**src/rtl/minimig_sram_responder.sv**
```systemverilog
// minimig_sram_responder: turns SRAM-style strobes into req/ack backing-memory transactions (optional read cache: MINIMIG_SRAM_RDCACHE_EN)
module minimig_sram_responder #(
  parameter int SETTLE = 1,
  parameter int AW = 22
) (
  input  logic          clk,
  input  logic          reset,
  input  logic          _we,
  input  logic          _oe,
  input  logic          _bhe,
  input  logic          _ble,
  input  logic [21:0]   address,
  input  logic [15:0]   data,
  output logic [15:0]   ramdata,
  output logic          mem_req,
  output logic          mem_we,
  output logic [1:0]    mem_be,
  output logic [AW-1:0] mem_addr,
  output logic [15:0]   mem_wdata,
  input  logic          mem_ack,
  input  logic [15:0]   mem_rdata,
  output logic          busy,
  output logic          late
);
  typedef enum logic [1:0] {IDLE, REQ, HOLD} state_t;
  state_t state;
  logic [1:0] cnt;
  logic [25:0] snap;
  logic rel;
  logic active, accept, hit;
  logic [25:0] cur;
  logic [1:0] cnt_nx, be;
  assign active = !_we || !_oe;
  assign cur = {_we, _oe, _bhe, _ble, address};
  assign cnt_nx = (cnt != 2'd0 && cur == snap) ? cnt + 2'd1 : 2'd1;
  assign accept = active && cnt_nx >= 2'(SETTLE);
  assign be = {!_bhe, !_ble};
`ifdef MINIMIG_SRAM_RDCACHE_EN
  logic [AW-1:0] tag;
  logic valid;
  assign hit = _we && valid && tag == address[AW-1:0];
  always_ff @(posedge clk)
    if (reset) valid <= 1'b0;
    else if (state == IDLE && accept && !_we && tag == address[AW-1:0]) valid <= 1'b0;
    else if (state == REQ && mem_ack && !mem_we) begin
      valid <= 1'b1;
      tag <= mem_addr;
    end
`else
  assign hit = 1'b0;
`endif
  always_ff @(posedge clk)
    if (reset) begin
      state <= IDLE;
      cnt <= 2'd0;
      snap <= '0;
      rel <= 1'b0;
      ramdata <= '0;
      mem_req <= 1'b0;
      mem_we <= 1'b0;
      mem_be <= 2'b00;
      mem_addr <= '0;
      mem_wdata <= '0;
      busy <= 1'b0;
      late <= 1'b0;
    end else
      case (state)
        IDLE: begin
          cnt <= (active && !accept) ? cnt_nx : 2'd0;
          snap <= cur;
          if (accept) begin
            mem_we <= !_we;
            mem_be <= !_we ? be : 2'b11;
            mem_addr <= address[AW-1:0];
            mem_wdata <= data;
            rel <= 1'b0;
            // null writes and cache hits need no backend cycle
            if ((!_we && be == 2'b00) || hit) state <= HOLD;
            else begin
              state <= REQ;
              mem_req <= 1'b1;
              busy <= 1'b1;
            end
          end
        end
        REQ: begin
          if (_we && _oe) begin
            rel <= 1'b1;
            late <= 1'b1;
          end
          if (mem_ack) begin
            mem_req <= 1'b0;
            busy <= 1'b0;
            if (!mem_we) ramdata <= mem_rdata;
            state <= (rel || (_we && _oe)) ? IDLE : HOLD;
          end
        end
        HOLD: if (_we && _oe) state <= IDLE;
        default: state <= IDLE;
      endcase
endmodule

```
**config.mk**
```make
export PLATFORM = sky130hd
export DESIGN_NAME = minimig_sram_responder
export DESIGN_NICKNAME = d
export VERILOG_FILES = /design/src/rtl/minimig_sram_responder.sv
export SDC_FILE = /design/constraint.sdc
export NUM_CORES = 1
export LEC_CHECK = 0
export BUFFER_PORTS_ARGS = -buffer_cell sky130_fd_sc_hd__buf_2
export CORE_MARGIN = 2
export CORE_UTILIZATION = 55
export DETAILED_ROUTE_END_ITERATION = 6
export GPL_TIMING_DRIVEN = 0
export PLACE_DENSITY_LB_ADDON = 0.12
export RECOVER_POWER = 25
export SYNTH_ARGS = -nofsm -noshare
export SYNTH_HDL_FRONTEND = slang
export SYNTH_SLANG_ARGS = --single-unit
```
**constraint.sdc**
```tcl
create_clock -name clk -period 4 [get_ports clk]
set_input_delay 0.4 -clock clk [delete_from_list [all_inputs] [get_ports clk]]
set_output_delay 0.4 -clock clk [all_outputs]
set_load 0.05 [all_outputs]
```
==> impl_metrics.tcl, run 1 <==
set metrics [dict create \
    rsz0062_at_grt "no" \
    antenna_cells 0 \
    drc 0 \
    grt_pass1_vias 3203 \
    synth_mux_area_share_pct 5.679 \
    cts_hold_buf 0 \
    hpwl_um 6642 \
    max_freq_mhz 429.3 \
    design_area_sq_um 4748 \
    layout-drive-gt1-share_pct 19.10 \
    arrival_ns 2.59 \
    syn_inst 442 \
    fp.coreArea_sq_um 6794 \
    fin_skew_ns 0.006847 \
    p_per_area_nw_per_um2 476.6 \
    antenna_found_initial 0 \
    synth_flop_cell "dfxtp_1" \
    post-route-util_pct 69.89 \
    synth_cell_types 32 \
    synth_top_family_by_area "simple AND/OR/NAND/NOR gates" \
    route.antenna.remaining_nets 0 \
    vdd_drop_max_mv 0.3002 \
    syn_nets 504 \
    p_leak_nw 1.935 \
    routed_wl_um 9127 \
    crit_chain "inv_1 -> ha_1 -> nor3b_1 -> nand4_1 -> nor3_1 -> nand4_1 -> and2_1 -> buf_6 -> buf_6 -> o21a_1" \
    clk_pin_slew_worst_paths_ns 0.09 \
    grt_max_degree 15 \
    cp_max_fo 10 \
    slew_headroom_pct 51.01 \
    endpoint_kind "flop" \
    dpl_cell_area_sq_um 4588 \
    gp_congestion 0.8119 \
    hold_class "input port to flop" \
    dieArea_sq_um 7738 \
    dr_total_vias 3432 \
    area_growth_syn_to_layout_pct 22.46 \
    cts_root_buffer "clkbuf_8" \
    avgViaCountPerCell 5.107 \
    cts_tree "done" \
    slew_viol_final 0 \
    synth_top_area_cell "dfxtp_1" \
    finalSetupTns_ns 0 \
    wl_per_cell_um 13.58 \
    die_h_um 87.97 \
    synth_compound_area_share_pct 10.39 \
    synth_top_area_share_pct 46.47 \
    yosys.area_share.simple_pct 26.36 \
    ys_async_sr_fraction_pct 0 \
    rows 30 \
    syn_area_per_cell_sq_um 8.773 \
    post-cts-setup-buffer-count 0 \
    tightest_slew_ns 0.7321 \
    io_buffers 118 \
    ys.warnings.count 0 \
    ys_seq_area_share_pct 46.47 \
    initial_utilization_pct 57.07 \
    power_w 0.002263 \
    synth.most_common_cell "dfxtp_1" \
    synth_top_cells_by_count "dfxtp_1, nand2_1, nand2b_1" \
    synth-edff-count 0 \
    hold_violations 0 \
    min_period_over_period_pct 58.24 \
    htree_levels 3 \
    fin_nets 633 \
    synthTopCellsByArea "dfxtp_1, nand2b_1, nand2_1, a21oi_1, mux2i_1" \
    maxCapViolCount 0 \
    initialDrtViolationCount 167 \
    cts-buffers-inserted 9 \
    synth_xor_area_share_pct 5.873 \
    worst_setup_path_start_kind "flop" \
    synth-adder-area-share_pct 0.3227 \
    placed_cells 656 \
    grt_use_total_pct 23.84 \
    syn_area_sq_um 3877 \
    worstPathRequired_ns 4.26 \
    crit_path_top_delay_cell "dfxtp_1" \
    grt_pass1_wl_um 14500 \
    ioPinCount 121 \
    crit_type "flop to flop" \
    finalWorstPathRequiredPeriod_ns 2.329 \
    cts_sinks 90 \
    slowest_delay_ns 0.33 \
    setup_viol 0 \
    overflow 0 \
    status "finished clean" \
    ys_ff_latch 90 \
    clockBufferDepth 2 \
    cts_repair_resize_count 0 \
    firstDrtPassIters 4 \
    clk_latency_ns 0.35 \
    fp.dieW_um 87.97 \
    finalNonFillerCells 672 \
]
-- stage by stage --
step	hold slack (ns)	setup WS, ns
4_1_cts	0.2603	1.665
2_1_floorplan	0.4279	2.003
3_3_place_gp	0.4374	1.731
6_report	0.2723	1.671
3_5_place_dp	0.4449	1.687
5_1_grt	0.2677	1.462
-- where the power goes --
| part | internal [W] | switching, W | total (W) |
|---|---|---|---|
| clock | 0.000322 | 0.000314 | 0.000636 |
| sequential | 0.000981 | 0.0000464 | 0.00103 |
| combinational | 0.000184 | 0.000415 | 0.000600 |
-- cell usage in the layout (no fill, tap or decap), types with 2 or more instances in the layout --
master      Yosys  final
a21oi_1        48     48
a311oi_1        2      2
buf_2           2     84
buf_6           6      6
clkbuf_1       25     62
clkbuf_8        0     11
clkinvlp_4      0      2
dfxtp_1        90     90
inv_1           3      3
mux2i_1        22     22
nand2_1        85     85
nand2b_1       63     63
nand3b_1        2      2
nand4_1         5      5
nand4b_1       16     16
nor2_1          8      8
nor3_1          7      7
nor4_2          2      2
o21ai_1        17     17
xnor2_1        15     15
xor2_1         11     11
-- cell families (layout without fill, tap and decap cells) --
logic type                 count (synthesis)  count (layout)
muxes                                     22              22
AOI/OAI and AO/OA                         73              73
and+or+nand+nor                          193             193
DFF                                       90              90
xor gates and xnor gates                  26              26
adders and majority gates                  1               1
buffers and inverters                     37             171
-- registers in the layout, summed over array words and instances (netlist names) --
name       cells
mem_wdata     16
rel            1
mem_addr      22
cnt            2
snap          26
mem_be         2
state          2
mem_we         1
late           1
busy           1
ramdata       16
-- layer usage --
metal	GRT usage, %	wire (um)	vias up
li1	-	-	1724
met5	0	0	-
met1	31.29	4251	1588
met2	38.29	4203	108
met3	4.336	512	12
met4	10.91	160	0
-- final cells by class --
class / instances / area [sq um]
buffer: 34 / 178.9
clock buffer: 12 / 155.1
clock inverter: 4 / 50.05
fill: 592 / 2046
inverter: 3 / 11.26
multi-input combinational: 315 / 1886
sequential: 90 / 1802
tap: 96 / 120.1
timing repair buffer: 118 / 545.5
-- worst paths after layout --
check | end | cells after the start | startpoint | slack [ns]
max | busy | 10 | cnt[0] | 1.67
min | ramdata[10] | 3 | mem_rdata[10] | 0.27
max reg2reg | busy | 10 | cnt[0] | 1.67
min reg2reg | cnt[1] | 2 | cnt[1] | 0.46
-- critical path, delay by kind of cell (launching register included) --
kind | cells | cell delay [ns]
DFF | 1 | 0.33
and+or+nand+nor | 5 | 1.15
AOI/OAI and AO/OA | 1 | 0.16
buffers and inverters | 3 | 0.32
adders and majority gates | 1 | 0.28
Power figures use the tool's default switching activity.
==> run 2, diff against run 1 <==
- ABC_AREA: default -> 1
- CORE_UTILIZATION: 55 -> 50
- clock period: 4 -> 2.2 ns (I/O delays scaled with it)
==> run 2 against run 1 <==
  * Sequential power increased by 89%
  * Die area increased by 5.1%
  * Via count increased by 7.1%
  * Cell count increased by 7.9%
  * First-iteration DRC count increased by 56%
  * Largest cell class is now sequential cells
==> impl_metrics.tcl, run 2 <==
set metrics [dict create \
    firstDrtPassIters 5 \
    synth_top_cells_by_count "nand2_1, dfxtp_1, a21oi_1" \
    arrival_ns 2.18 \
    drc 0 \
    endpoint_kind "flop" \
    cts_repair_resize_count 0 \
    grt_use_total_pct 23.87 \
    wl_per_cell_um 13.40 \
    min_period_over_period_pct 88.05 \
    tightest_slew_ns 0.6262 \
    p_per_area_nw_per_um2 1009 \
    area_growth_syn_to_layout_pct 24.26 \
    antenna_cells 0 \
    synth_flop_cell "dfxtp_1" \
    clockBufferDepth 2 \
    placed_cells 709 \
    synth_top_area_cell "dfxtp_1" \
    routed_wl_um 9712 \
    htree_levels 3 \
    fp.coreArea_sq_um 7214 \
    avgViaCountPerCell 5.069 \
    cp_common_cell "nand2_1" \
    largest_reg_flops 26 \
    ys_seq_area_share_pct 48.52 \
    rows 31 \
    finalNonFillerCells 725 \
    synthTopCellsByArea "dfxtp_1, nand2_1, a21oi_1, nand4_1, nor2_1" \
    mostFrequentLayoutCell "nand2_1" \
    fp.dieW_um 90.18 \
    finalSetupTns_ns 0 \
    crit_path_top_delay_cell "dfxtp_1" \
    layout-drive-gt1-share_pct 18.21 \
    ys_async_sr_fraction_pct 0 \
    pre_cts_ws_ns 0.2713 \
    worst_setup_path_start_kind "flop" \
    syn_inst 491 \
    maxCapViolCount 0 \
    hpwl_um 6890 \
    clk_pin_slew_worst_paths_ns 0.09 \
    slew_headroom_pct 58.43 \
    grt_pass1_wl_um 15790 \
    cts-buffers-inserted 9 \
    syn_area_sq_um 3714 \
    grt_max_degree 16 \
    ioPinCount 121 \
    slowest_delay_ns 0.31 \
    syn_area_per_cell_sq_um 7.563 \
    post-cts-setup-buffer-count 0 \
    p_leak_nw 2.027 \
    final_cell_mix "nand2_1, buf_2, dfxtp_1, a21oi_1" \
    synth_cell_types 25 \
    clk_latency_ns 0.36 \
    fillerInstances 696 \
    dpl_cell_area_sq_um 4433 \
    fin_skew_ns 0.009483 \
    crit_family "simple AND/OR/NAND/NOR gates" \
    synth.most_common_cell "nand2_1" \
    cp_num_buf_inv 2 \
    initial_utilization_pct 51.47 \
    hold_class "input port to flop" \
    synth_top_area_share_pct 48.52 \
    rsz0062_at_grt "no" \
    reg_top3 "snap (26), mem_addr (22)" \
    vdd_drop_max_mv 0.4984 \
    crit_chain "inv_1 -> ha_1 -> nor3_1 -> nand2_1 -> nor2_1 -> nand2_1 -> nor2_1 -> nand2_2 -> buf_2 -> nand2_1 -> nand2_1 -> nor3b_1" \
    worstPathRequired_ns 2.44 \
    cts_hold_buf 0 \
    ys.warnings.count 0 \
    ys_ff_latch 90 \
    slew_viol_final 0 \
    syn_nets 553 \
    route.antenna.remaining_nets 0 \
    io_buffers 119 \
    cts_root_buffer "clkbuf_8" \
    antenna_found_initial 0 \
    die_h_um 90.18 \
    crit_type "flop to flop" \
    dieArea_sq_um 8132 \
    cp_max_fo 10 \
    dr_total_vias 3675 \
    hold_violations 0 \
    grt_pass1_vias 3268 \
    gp_congestion 0.7820 \
    fin_nets 683 \
    cts_sinks 90 \
    worst_slack_ns 0.2629 \
    design_area_sq_um 4614 \
    finalWorstPathRequiredPeriod_ns 1.937 \
    max_freq_mhz 516.2 \
    setup_viol 0 \
    initialDrtViolationCount 261 \
    overflow 0 \
    timing.hold.ws_ns 0.07720 \
    synth-edff-count 0 \
    top_register "snap" \
    cts_tree "done" \
    status "finished clean" \
]
==> run 2: changes by cell type in the layout (fill, tap and decap cells not counted), moves of 17 or more <==
cell      previous run  this run
mux2i_1             22         0
nand4_1              5        39
nand2_1             85       115
o21ai_0              0        32
inv_1                3        26
nand2b_1            63         0
o21ai_1             17         0
nor2_1               8        54
==> run 2: layout make-up <==
class / count / area, sq um / area share (%)
flip-flops and latches: 90 / 1802 / 39.05
multi-input cells: 339 / 1637 / 35.47
repair buffers: 119 / 550.5 / 11.93
plain buffers: 35 / 173.9 / 3.769
clock buffers: 10 / 137.6 / 2.983
well taps: 99 / 123.9 / 2.684
inverters: 27 / 101.3 / 2.196
clock inverters: 6 / 88.84 / 1.925
==> run 2: path summary, 6_finish.rpt <==
kind,startpoint,endpoint,slack (ns),depth (start not counted)
worst min-delay path,mem_rdata[11],ramdata[11],0.08,3
worst max register to register,cnt[0],state[1],0.26,12
worst max-delay path,cnt[0],state[1],0.26,12
worst min register to register,cnt[1],cnt[1],0.46,2
==> run 2: cell families (layout without fill, tap and decap cells) <==
group | count (synthesis) | in the layout | synth area share, %
AO/OA/AOI/OAI | 98 | 98 | 13.38
XOR/XNOR | 18 | 18 | 4.246
adder cells (fa/ha/maj) | 1 | 1 | 0.3369
buffers and inverters | 62 | 197 | 7.412
flip-flops | 90 | 90 | 48.52
AND/OR/NAND/NOR | 222 | 222 | 26.11
==> run 2: metal layers <==
| metal | wire [um] | global-route usage [%] | vias to the layer above |
|---|---|---|---|
| met5 | 0 | 0 | - |
| met4 | 121 | 6.667 | 0 |
| met3 | 727 | 6.873 | 11 |
| met2 | 4326 | 35.96 | 123 |
| met1 | 4536 | 33.55 | 1666 |
| li1 | - | - | 1875 |
==> run 2: where the power goes <==
part           internal (W)  switching, W  total (W)
sequential          0.00184      0.000111    0.00195
combinational      0.000391       0.00103    0.00143
clock              0.000673      0.000609    0.00128
==> run 2: through the flow <==
step	util [%]	total power, W
final	63.96	0.004657
after global routing	63.96	0.004894
after CTS	64.59	0.004684
after detailed placement	61.45	0.003425
after global placement	61.45	0.003394
after floorplan	-	0.003044
==> run 2: worst min-delay path: stages <==
cell and delay, ns:
buf_2 0.07, nor2_1 0.03, nor2_1 0.08
